`src/rtl/imem_stream_loader.sv`:
```
// Byte-stream instruction-memory loader: a 16-bit word count header followed by
// big-endian 32-bit words, each written as a one-cycle strobe at BASE_ADDR + k.
module imem_stream_loader #(
  parameter int ADDR_W    = 12,
  parameter int BASE_ADDR = 0
) (
  input  logic              clk,
  input  logic              reset,
  input  logic              start,
  input  logic              abort,
  input  logic              in_valid,
  input  logic [7:0]        in_data,
  output logic              in_ready,
  output logic              init_mode,
  output logic              write_enable,
  output logic [ADDR_W-1:0] init_address,
  output logic [31:0]       init_instruction,
  output logic              busy,
  output logic              done,
  output logic              error
);

  localparam int KW = ADDR_W + 1;

  typedef enum logic [2:0] {
    IDLE   = 3'd0,
    HDR_HI = 3'd1,
    HDR_LO = 3'd2,
    DATA   = 3'd3,
    WRITE  = 3'd4,
    FINISH = 3'd5
  } state_t;

  state_t          r_state;
  state_t          w_next_state;
  logic [7:0]      r_hdr_hi;
  logic [15:0]     r_n;
  logic [KW-1:0]   r_k;
  logic [1:0]      r_bcnt;
  logic [31:0]     r_shift;
  logic            r_done;
  logic            r_error;

  logic            w_accept;
  logic [15:0]     w_hdr_n;
  logic            w_n_bad;
  logic [KW-1:0]   w_k_inc;
  logic            w_more;
  logic            w_set_done;
  logic            w_set_error;
  logic            w_clr_status;

  assign w_hdr_n  = {r_hdr_hi, in_data};
  assign w_n_bad  = (w_hdr_n == 16'd0) || (32'(w_hdr_n) > (32'd1 << ADDR_W));
  assign w_k_inc  = r_k + KW'(1);
  assign w_more   = 32'(w_k_inc) < 32'(r_n);
  // abort wins over a byte presented in the same cycle
  assign w_accept = in_ready & in_valid & ~abort;

  // State register
  always_ff @(posedge clk or negedge reset) begin
    if (!reset) begin
      r_state <= IDLE;
    end else begin
      r_state <= w_next_state;
    end
  end

  // Next-state and status-update decode
  always_comb begin
    w_next_state = r_state;
    w_set_done   = 1'b0;
    w_set_error  = 1'b0;
    w_clr_status = 1'b0;
    if ((r_state != IDLE) && abort) begin
      w_next_state = IDLE;
      w_set_error  = 1'b1;
    end else begin
      case (r_state)
        IDLE: begin
          if (start) begin
            w_next_state = HDR_HI;
            w_clr_status = 1'b1;
          end else begin
            w_next_state = IDLE;
          end
        end
        HDR_HI: begin
          if (in_valid) begin
            w_next_state = HDR_LO;
          end else begin
            w_next_state = HDR_HI;
          end
        end
        HDR_LO: begin
          if (in_valid && w_n_bad) begin
            w_next_state = IDLE;
            w_set_error  = 1'b1;
          end else if (in_valid) begin
            w_next_state = DATA;
          end else begin
            w_next_state = HDR_LO;
          end
        end
        DATA: begin
          if (in_valid && (r_bcnt == 2'd3)) begin
            w_next_state = WRITE;
          end else begin
            w_next_state = DATA;
          end
        end
        WRITE: begin
          if (w_more) begin
            w_next_state = DATA;
          end else begin
            w_next_state = FINISH;
          end
        end
        FINISH: begin
          w_next_state = IDLE;
          w_set_done   = 1'b1;
        end
        default: begin
          w_next_state = IDLE;
        end
      endcase
    end
  end

  // Header capture, word assembly, word index and sticky status
  always_ff @(posedge clk or negedge reset) begin
    if (!reset) begin
      r_hdr_hi <= 8'd0;
      r_n      <= 16'd0;
      r_k      <= {KW{1'b0}};
      r_bcnt   <= 2'd0;
      r_shift  <= 32'd0;
      r_done   <= 1'b0;
      r_error  <= 1'b0;
    end else begin
      if (w_clr_status) begin
        r_done  <= 1'b0;
        r_error <= 1'b0;
      end else if (w_set_done) begin
        r_done  <= 1'b1;
        r_error <= 1'b0;
      end else if (w_set_error) begin
        r_done  <= 1'b0;
        r_error <= 1'b1;
      end
      if (w_accept) begin
        case (r_state)
          HDR_HI: r_hdr_hi <= in_data;
          HDR_LO: begin
            r_n    <= w_hdr_n;
            r_k    <= {KW{1'b0}};
            r_bcnt <= 2'd0;
          end
          DATA: begin
            r_shift <= {r_shift[23:0], in_data};
            r_bcnt  <= r_bcnt + 2'd1;
          end
          default: begin
          end
        endcase
      end
      if ((r_state == WRITE) && !abort) begin
        r_k <= w_k_inc;
      end
    end
  end

  assign in_ready         = (r_state == HDR_HI) || (r_state == HDR_LO) || (r_state == DATA);
  assign busy             = (r_state != IDLE);
  assign init_mode        = (r_state != IDLE);
  assign write_enable     = (r_state == WRITE);
  // address wraps modulo 2^ADDR_W by truncation of the sum
  assign init_address     = write_enable ? (ADDR_W'(BASE_ADDR) + r_k[ADDR_W-1:0]) : {ADDR_W{1'b0}};
  assign init_instruction = write_enable ? r_shift : 32'd0;
  assign done             = r_done;
  assign error            = r_error;

endmodule

```
`config.mk`:
```
export PLATFORM = sky130hd
export DESIGN_NAME = imem_stream_loader
export DESIGN_NICKNAME = d
export VERILOG_FILES = /design/src/rtl/imem_stream_loader.sv
export SDC_FILE = /design/constraint.sdc
export NUM_CORES = 1
export LEC_CHECK = 0
export ABC_AREA = 1
export ABC_CLOCK_PERIOD_IN_PS = 4200
export CAP_MARGIN = 15
export CORE_MARGIN = 2
export CORE_UTILIZATION = 30
export CTS_CLUSTER_DIAMETER = 30
export DETAILED_ROUTE_END_ITERATION = 10
export PLACE_DENSITY = 0.48
export SYNTH_ARGS = -nofsm -noshare
export SYNTH_HDL_FRONTEND = slang
export SYNTH_SLANG_ARGS = --single-unit
```
`constraint.sdc`:
```
create_clock -name clk -period 4.2 [get_ports clk]
set_input_delay 0.84 -clock clk [delete_from_list [all_inputs] [get_ports clk]]
set_output_delay 0.84 -clock clk [all_outputs]
set_load 0.02 [all_outputs]
```
==> results of run 1 <==
per-stage QoR:
| stage | hold slack, ns | worst slack (ns) | cell area, um^2 | utilization [%] | std cells |
|---|---|---|---|---|---|
| global route | 0.5053 | 0.8197 | 5075 | 38.32 | 765 |
| global placement | 0.4581 | 1.297 | 4781 | 36.10 | 749 |
| floorplan | 0.4457 | 1.859 | 4073 | - | 529 |
| finish | 0.4839 | 0.9980 | 5075 | 38.32 | 765 |
| detailed placement | 0.4715 | 1.309 | 4781 | 36.10 | 749 |
| CTS | 0.4862 | 0.9392 | 5075 | 38.32 | 765 |
state kept, by name, indices dropped and copies added (netlist names):
name      cells
done          1
r_n          16
r_bcnt        2
r_state       3
r_hdr_hi      8
r_k          13
error         1
r_shift      32
worst max-delay path: cells and delay by family, from the launching register on:
family                 cells  cell delay [ns]
DFF                        1             0.47
buffers and inverters      2             0.98
and+or+nand+nor            2             0.55
Yosys cell counts:
cell type	number
a21oi_1	11
o21ai_0	6
or2_2	2
nor2_1	66
nand3_2	1
o21a_1	1
nor4_1	1
xor2_1	1
buf_2	4
nand2_2	4
buf_6	7
nand4_1	6
nand3_1	18
dfrtp_1	76
inv_1	103
nor3_4	1
clkbuf_1	5
ha_1	14
o32ai_1	1
inv_2	2
clkbuf_2	1
nand2_1	121
buf_4	2
nor4b_1	1
nor2_2	2
o21ai_2	14
nor3_1	7
o21ai_1	39
o22ai_1	10
nor2_4	1
or2_1	1
routing by layer:
| metal | up-vias | track usage, % | wire length (um) |
|---|---|---|---|
| met2 | 47 | 22.03 | 4381 |
| met3 | 5 | 2.877 | 332 |
| li1 | 1750 | - | - |
| met5 | - | 0 | 0 |
| met4 | 0 | 3.706 | 66 |
| met1 | 1542 | 18.60 | 4589 |
cell families (layout without fill, tap and decap cells):
| group | Yosys count | count (layout) | synth area share (%) |
|---|---|---|---|
| simple gates | 232 | 232 | 23.90 |
| buf+inv | 124 | 184 | 13.06 |
| compound gates | 82 | 82 | 11.83 |
| flops | 76 | 76 | 46.70 |
| fa+ha+maj | 14 | 14 | 4.301 |
| xor+xnor | 1 | 1 | 0.2151 |
power by group:
group          switching (mW)  internal (mW)  total (mW)
Sequential              0.188          0.989        1.18
Combinational           0.603          0.384       0.987
Clock                   0.307          0.459       0.766
Total                    1.10           1.83        2.93
area by class of cell:
cell class	count	share of cell area, %
clock buffer	10	4.512
clock inverter	6	1.282
inverter	105	7.766
multi-input combinational	329	32.30
sequential	76	37.48
tap	176	4.339
timing repair buffer	63	12.33
worst min-delay path by stage:
stage | from | to | slack [ns] | cells past startpoint
finish | r_shift[25] | r_shift[25] | 0.48 | 2
global route | r_shift[13] | r_shift[13] | 0.51 | 2
detailed placement | r_shift[12] | r_shift[12] | 0.47 | 2
CTS | r_shift[12] | r_shift[12] | 0.49 | 2
global placement | r_bcnt[1] | r_bcnt[1] | 0.46 | 2
floorplan | r_bcnt[1] | r_bcnt[1] | 0.45 | 2
==> metrics.md, run 1 <==
| Metric | Value |
|---|---|
| Outcome | `complete, no violations` |
| GRT Util Overall | `~14%` |
| Register area | `approximately 1900 um^2` |
| Endpoints failing hold | `0` |
| FF-to-FF Start | `r_k[0]` |
| Initial core utilization | `30.75%` |
| Commonest non-fill, non-tap cell in the layout | `nand2_1` |
| FF-to-FF setup slack | `1.62 ns` |
| Syn-to-layout area delta | `24.61%` |
| CTS root buffer | `clkbuf_16` |
| Min cycle time layout | `3.202 ns` |
| Cts bufs inserted | `9` |
| RSZ-0062 raised after global routing | `false` |
| CP max-delay cell | `clkdlybuf4s50_1` |
| TritonRoute pass-1 iters | `5` |
| Total negative slack | `0 ns` |
| Routed WL per cell | `12.25 um` |
| Antenna viol nets, final | `0` |
| Vias in the first global route | `3251` |
| Post-Syn Area | `4073 um^2` |
| Row count | `42` |
| Peak supply drop | `252.0 uV` |
| H-tree levels | `3` |
| Tightest Pin Transition | `0.9706 ns` |
| Post-Syn Area per Cell | `just under 8 um^2` |
| Critical path required time | `3.36 ns` |
| Nets | `611` |
| Fin crit share | `between 70% and 80%` |
| Initial antenna violation count | `0` |
| Crit-path cells | `nor3_4 -> inv_2 -> nor2_1 -> clkdlybuf4s50_1` |
| Tot Pwr | `a little under 3 mW` |
| Placer Congestion | `0.8262` |
| Final setup violation count | `0` |
| Slew Viols, Final | `0` |
| Hold Path Class | `flop to flop` |
| Grt total ovfl | `0` |
| Core box area | `13240 um^2` |
| Slowest stage delay, CP | `0.63 ns` |
| Synthesized Nets | `556` |
| R2R depth | `17` |
| Max-cap check violation count | `0` |
| CTS tree | `built` |
| Worst rel slew slack | `about a third` |
| Clk_skew | `0.007412 ns` |
| Clock transition at path regs | `0.06 ns` |
| HPWL Detailed | `6.851 mm` |
| #FFs+latches synth | `76` |
| Share of post-route cells with drive strength above 1 | `7.470%` |
| Die W | `120.5 um` |
| Critical path arrival | `2.36 ns` |
| First-pass GRT wire length | `~16 mm` |
| Pin count of the biggest net entering global routing | `77` |
| Top area cells in the synthesized netlist | `dfrtp_1, nand2_1, inv_1, nor2_1, o21ai_1` |
| Postcts setup bufs | `0` |
| Via count | `3344` |
| CTS Hold Bufs | `0` |
| Worst-Skew Late Latency | `0.33 ns` |
| Unique masters post-synth | `31` |
| WL final | `approximately 9.4 mm` |
| CTS Buffer Depth | `2` |
| Post-route DRC | `0` |
| Area of the multi-input gates | `1639 um^2` |
| Leading area contributor after synthesis | `dfrtp_1` |
| CP endpoint | `init_instruction[11]` |
| PortBufs | `62` |
| Achievable frequency | `312.3 MHz` |
| Cell Pwr Density | `577.5 nW/um^2` |
| Mapped Cells | `529` |
| R2r endpoint | `r_state[1]` |
| Cts repair resizes | `0` |
| DR vias/cell | `4.371` |
| Synth Warn # | `0` |
| Startpoint Class | `flop` |
| Synth top area share | `46.70%` |
| CP Launch Point | `r_state[0]` |
| Crit Path Category | `flop to primary output` |
| Die height | `120.5 um` |
| Sequential share of the synthesized area | `46.70%` |
| Most frequent cells in the layout | `nand2_1, inv_1, dfrtp_1` |
| Leak Pwr | `2.363 nW` |
| Clock tree sinks | `76` |
| Critical path fanouts, max | `45` |
| Die ar. | `14520 um^2` |
| Fillers | `between 1000 and 1500` |
| IO Pins | `63` |
| Critical Path Sink Type | `primary output` |
| Initial DRC Count | `258` |
| Diode count | `0` |
Power figures use the tool's default switching activity.
==> run 2: changes to the inputs <==
--- a/config.mk
+++ b/config.mk
@@ -6,13 +6,13 @@
 export NUM_CORES = 1
 export LEC_CHECK = 0
 export ABC_AREA = 1
-export ABC_CLOCK_PERIOD_IN_PS = 4200
+export ABC_CLOCK_PERIOD_IN_PS = 2800
 export CAP_MARGIN = 15
 export CORE_MARGIN = 2
 export CORE_UTILIZATION = 30
 export CTS_CLUSTER_DIAMETER = 30
 export DETAILED_ROUTE_END_ITERATION = 10
-export PLACE_DENSITY = 0.48
+export PLACE_DENSITY = 0.49
 export SYNTH_ARGS = -nofsm -noshare
 export SYNTH_HDL_FRONTEND = slang
 export SYNTH_SLANG_ARGS = --single-unit
==> constraint.sdc (replaced) <==
create_clock -name clk -period 2.8 [get_ports clk]
set_input_delay 0.56 -clock clk [delete_from_list [all_inputs] [get_ports clk]]
set_output_delay 0.56 -clock clk [all_outputs]
set_load 0.02 [all_outputs]
==> run 2 against run 1 <==
Net effect: register-to-register slack worse by 1.3 ns; non-clock buffer count increased by 4; first-iteration DRC count decreased by 21%; critical path type unchanged; critical endpoint is now init_instruction[15]; largest cell class unchanged.
==> metrics.md, run 2 (synthesized netlist as in run 1, its figures left out) <==
| Metric | Value |
|---|---|
| Outcome | `complete, no violations` |
| Die W | `120.5 um (unchanged)` |
| CTS Hold Bufs | `0 (unchanged)` |
| Worst-Skew Late Latency | `0.34 ns (about the same)` |
| Row count | `42 (unchanged)` |
| Postcts setup bufs | `0 (unchanged)` |
| Initial core utilization | `30.75% (unchanged)` |
| Critical path required time | `2.24 ns (-1.12 ns)` |
| DR vias/cell | `4.418 (+1.1%)` |
| Most frequent cells in the layout | `nand2_1, inv_1, dfrtp_1` |
| Syn-to-layout area delta | `25.87%` |
| WL met3 | `278 um (-16%)` |
| Max-cap check violation count | `0 (unchanged)` |
| HPWL Detailed | `7.154 mm (+4.4%)` |
| Fillers | `1451 (+3.1%)` |
| Post-route DRC | `0 (unchanged)` |
| Final setup violation count | `0 (unchanged)` |
| Share of post-route cells with drive strength above 1 | `7.939% (+0.47 points)` |
| WL met1 | `4.945 mm (+7.8%)` |
| TritonRoute pass-1 iters | `4 (-1)` |
| Min cycle time layout | `2.642 ns` |
| Initial antenna violation count | `0 (unchanged)` |
| Grt total ovfl | `0 (unchanged)` |
| Core box area | `13240 um^2 (unchanged)` |
| Placer Congestion | `0.8365 (+1.2%)` |
| Nets | `615 (+0.65%)` |
| Slew Viols, Final | `0 (unchanged)` |
| Critical path fanouts, max | `45 (unchanged)` |
| Initial DRC Count | `204 (-21%)` |
| Most flops, register | `r_shift` |
| Max reg flops | `32 (unchanged)` |
| CP Launch Point | `r_state[0]` |
| Dpl ws | `0.4006 ns (-0.9084 ns)` |
| Pin count of the biggest net entering global routing | `66 (-14%)` |
| Max Used Layer | `met4` |
| Achievable frequency | `378.6 MHz` |
| Clock transition at path regs | `0.06 ns (about the same)` |
| Die height | `120.5 um (unchanged)` |
| Hold Path Class | `primary input to async pin` |
| FF-to-FF Start | `r_k[0]` |
| Commonest non-fill, non-tap cell in the layout | `nand2_1` |
| Routed WL per cell | `12.71 um (+3.8%)` |
| Final worst slack | `0.1584 ns (-0.8396 ns)` |
| Placed instance count | `753 (+0.53%)` |
| Vias in the first global route | `3404 (+4.7%)` |
| Leak Pwr | `2.404 nW (+1.7%)` |
| Peak supply drop | `298.1 uV (+18%)` |
| Crit Path Category | `flop to primary output` |
| Antenna viol nets, final | `0 (unchanged)` |
| RSZ-0062 raised after global routing | `false` |
| Die ar. | `14520 um^2 (unchanged)` |
| CTS Buffer Depth | `2 (unchanged)` |
| Clock tree sinks | `76 (unchanged)` |
| Biggest regs | `r_shift (32), r_n (16), r_k (13)` |
| GRT Util Overall | `14.39% (+0.74 points)` |
| Cts bufs inserted | `9 (unchanged)` |
| Worst rel slew slack | `65.09% (+30 points)` |
| CTS tree | `built` |
| Non-Filler Instances | `768 (+0.39%)` |
| Endpoints failing hold | `0 (unchanged)` |
| Diode count | `0 (unchanged)` |
| Via count | `3393 (+1.5%)` |
| WL met2 | `4.373 mm (-0.18%)` |
| Clk_skew | `0.003820 ns (-0.003592 ns)` |
| Fin crit share | `94.34%` |
| Cell Pwr Density | `847.2 nW/um^2 (+47%)` |
| Tightest Pin Transition | `0.5237 ns (-0.4470 ns)` |
| First-pass GRT wire length | `16.50 mm (+4.5%)` |
| Core Util, Final | `38.71% (+0.39 points)` |
| Critical path arrival | `2.08 ns (-0.28 ns)` |
| Critical Path Sink Type | `primary output` |
| Startpoint Class | `flop` |
| IO Pins | `63 (unchanged)` |
| PortBufs | `62 (unchanged)` |
| Total negative slack | `0 ns (unchanged)` |
| WL final | `9.763 mm (+4.2%)` |
| CTS root buffer | `clkbuf_16` |
| H-tree levels | `3 (unchanged)` |
| Cts repair resizes | `0 (unchanged)` |
## run 2: area by class of cell
type,instances,area [um^2],area share (%)
Sequential cell,76,1902,37.10
Clock buffer,12,256.5,5.004
Inverter,105,394.1,7.689
Tap cell,176,220.2,4.296
Clock inverter,3,21.27,0.4149
Timing Repair Buffer,67,693.2,13.52
Multi-Input combinational cell,329,1639,31.97
## run 2: where the power goes
| group | internal (mW) | leakage [nW] | total [mW] | switching (mW) |
|---|---|---|---|---|
| combinational | 0.580 | 1.26 | 1.47 | 0.892 |
| sequential | 1.48 | 1.00 | 1.78 | 0.291 |
| clock | 0.645 | 0.135 | 1.09 | 0.450 |
| total | 2.71 | 2.40 | 4.34 | 1.63 |
## run 2: path summary, 6_finish.rpt
path | endpoint | slack, ns | depth (start not counted)
worst max-delay path | init_instruction[15] | 0.16 | 5
worst min-delay path | r_hdr_hi[7] | 0.20 | 1
worst max register to register | r_state[1] | 0.37 | 14
worst min register to register | r_bcnt[1] | 0.48 | 2
max in group asynchronous | r_k[11] | 1.99 | 2
min in group clk | r_bcnt[1] | 0.48 | 2
## run 2: worst max-delay path: stages, from the launching register on
cell	delay [ns]
dfrtp_1	0.48
nor3_4	0.24
inv_2	0.06
buf_12	0.16
nor2_1	0.15
clkdlybuf4s50_1	0.62
## run 2: metrics by stage
step | area, um^2 | power (mW) | hold WS [ns]
2_1_floorplan | 4073 | 2.854 | 0.2644
3_3_place_gp | 4848 | 3.258 | 0.4583
3_5_place_dp | 4848 | 3.288 | 0.4691
4_1_cts | 5126 | 4.406 | 0.2236
5_1_grt | 5126 | 4.753 | 0.2478
6_report | 5126 | 4.343 | 0.2040
## run 2: metal layers
| layer | GRT usage (%) | up-vias |
|---|---|---|
| met3 | 2.736 | 13 |
| met2 | 22.25 | 48 |
| met1 | 19.99 | 1575 |
| met5 | 0 | - |
| met4 | 5.451 | 0 |
| li1 | - | 1757 |
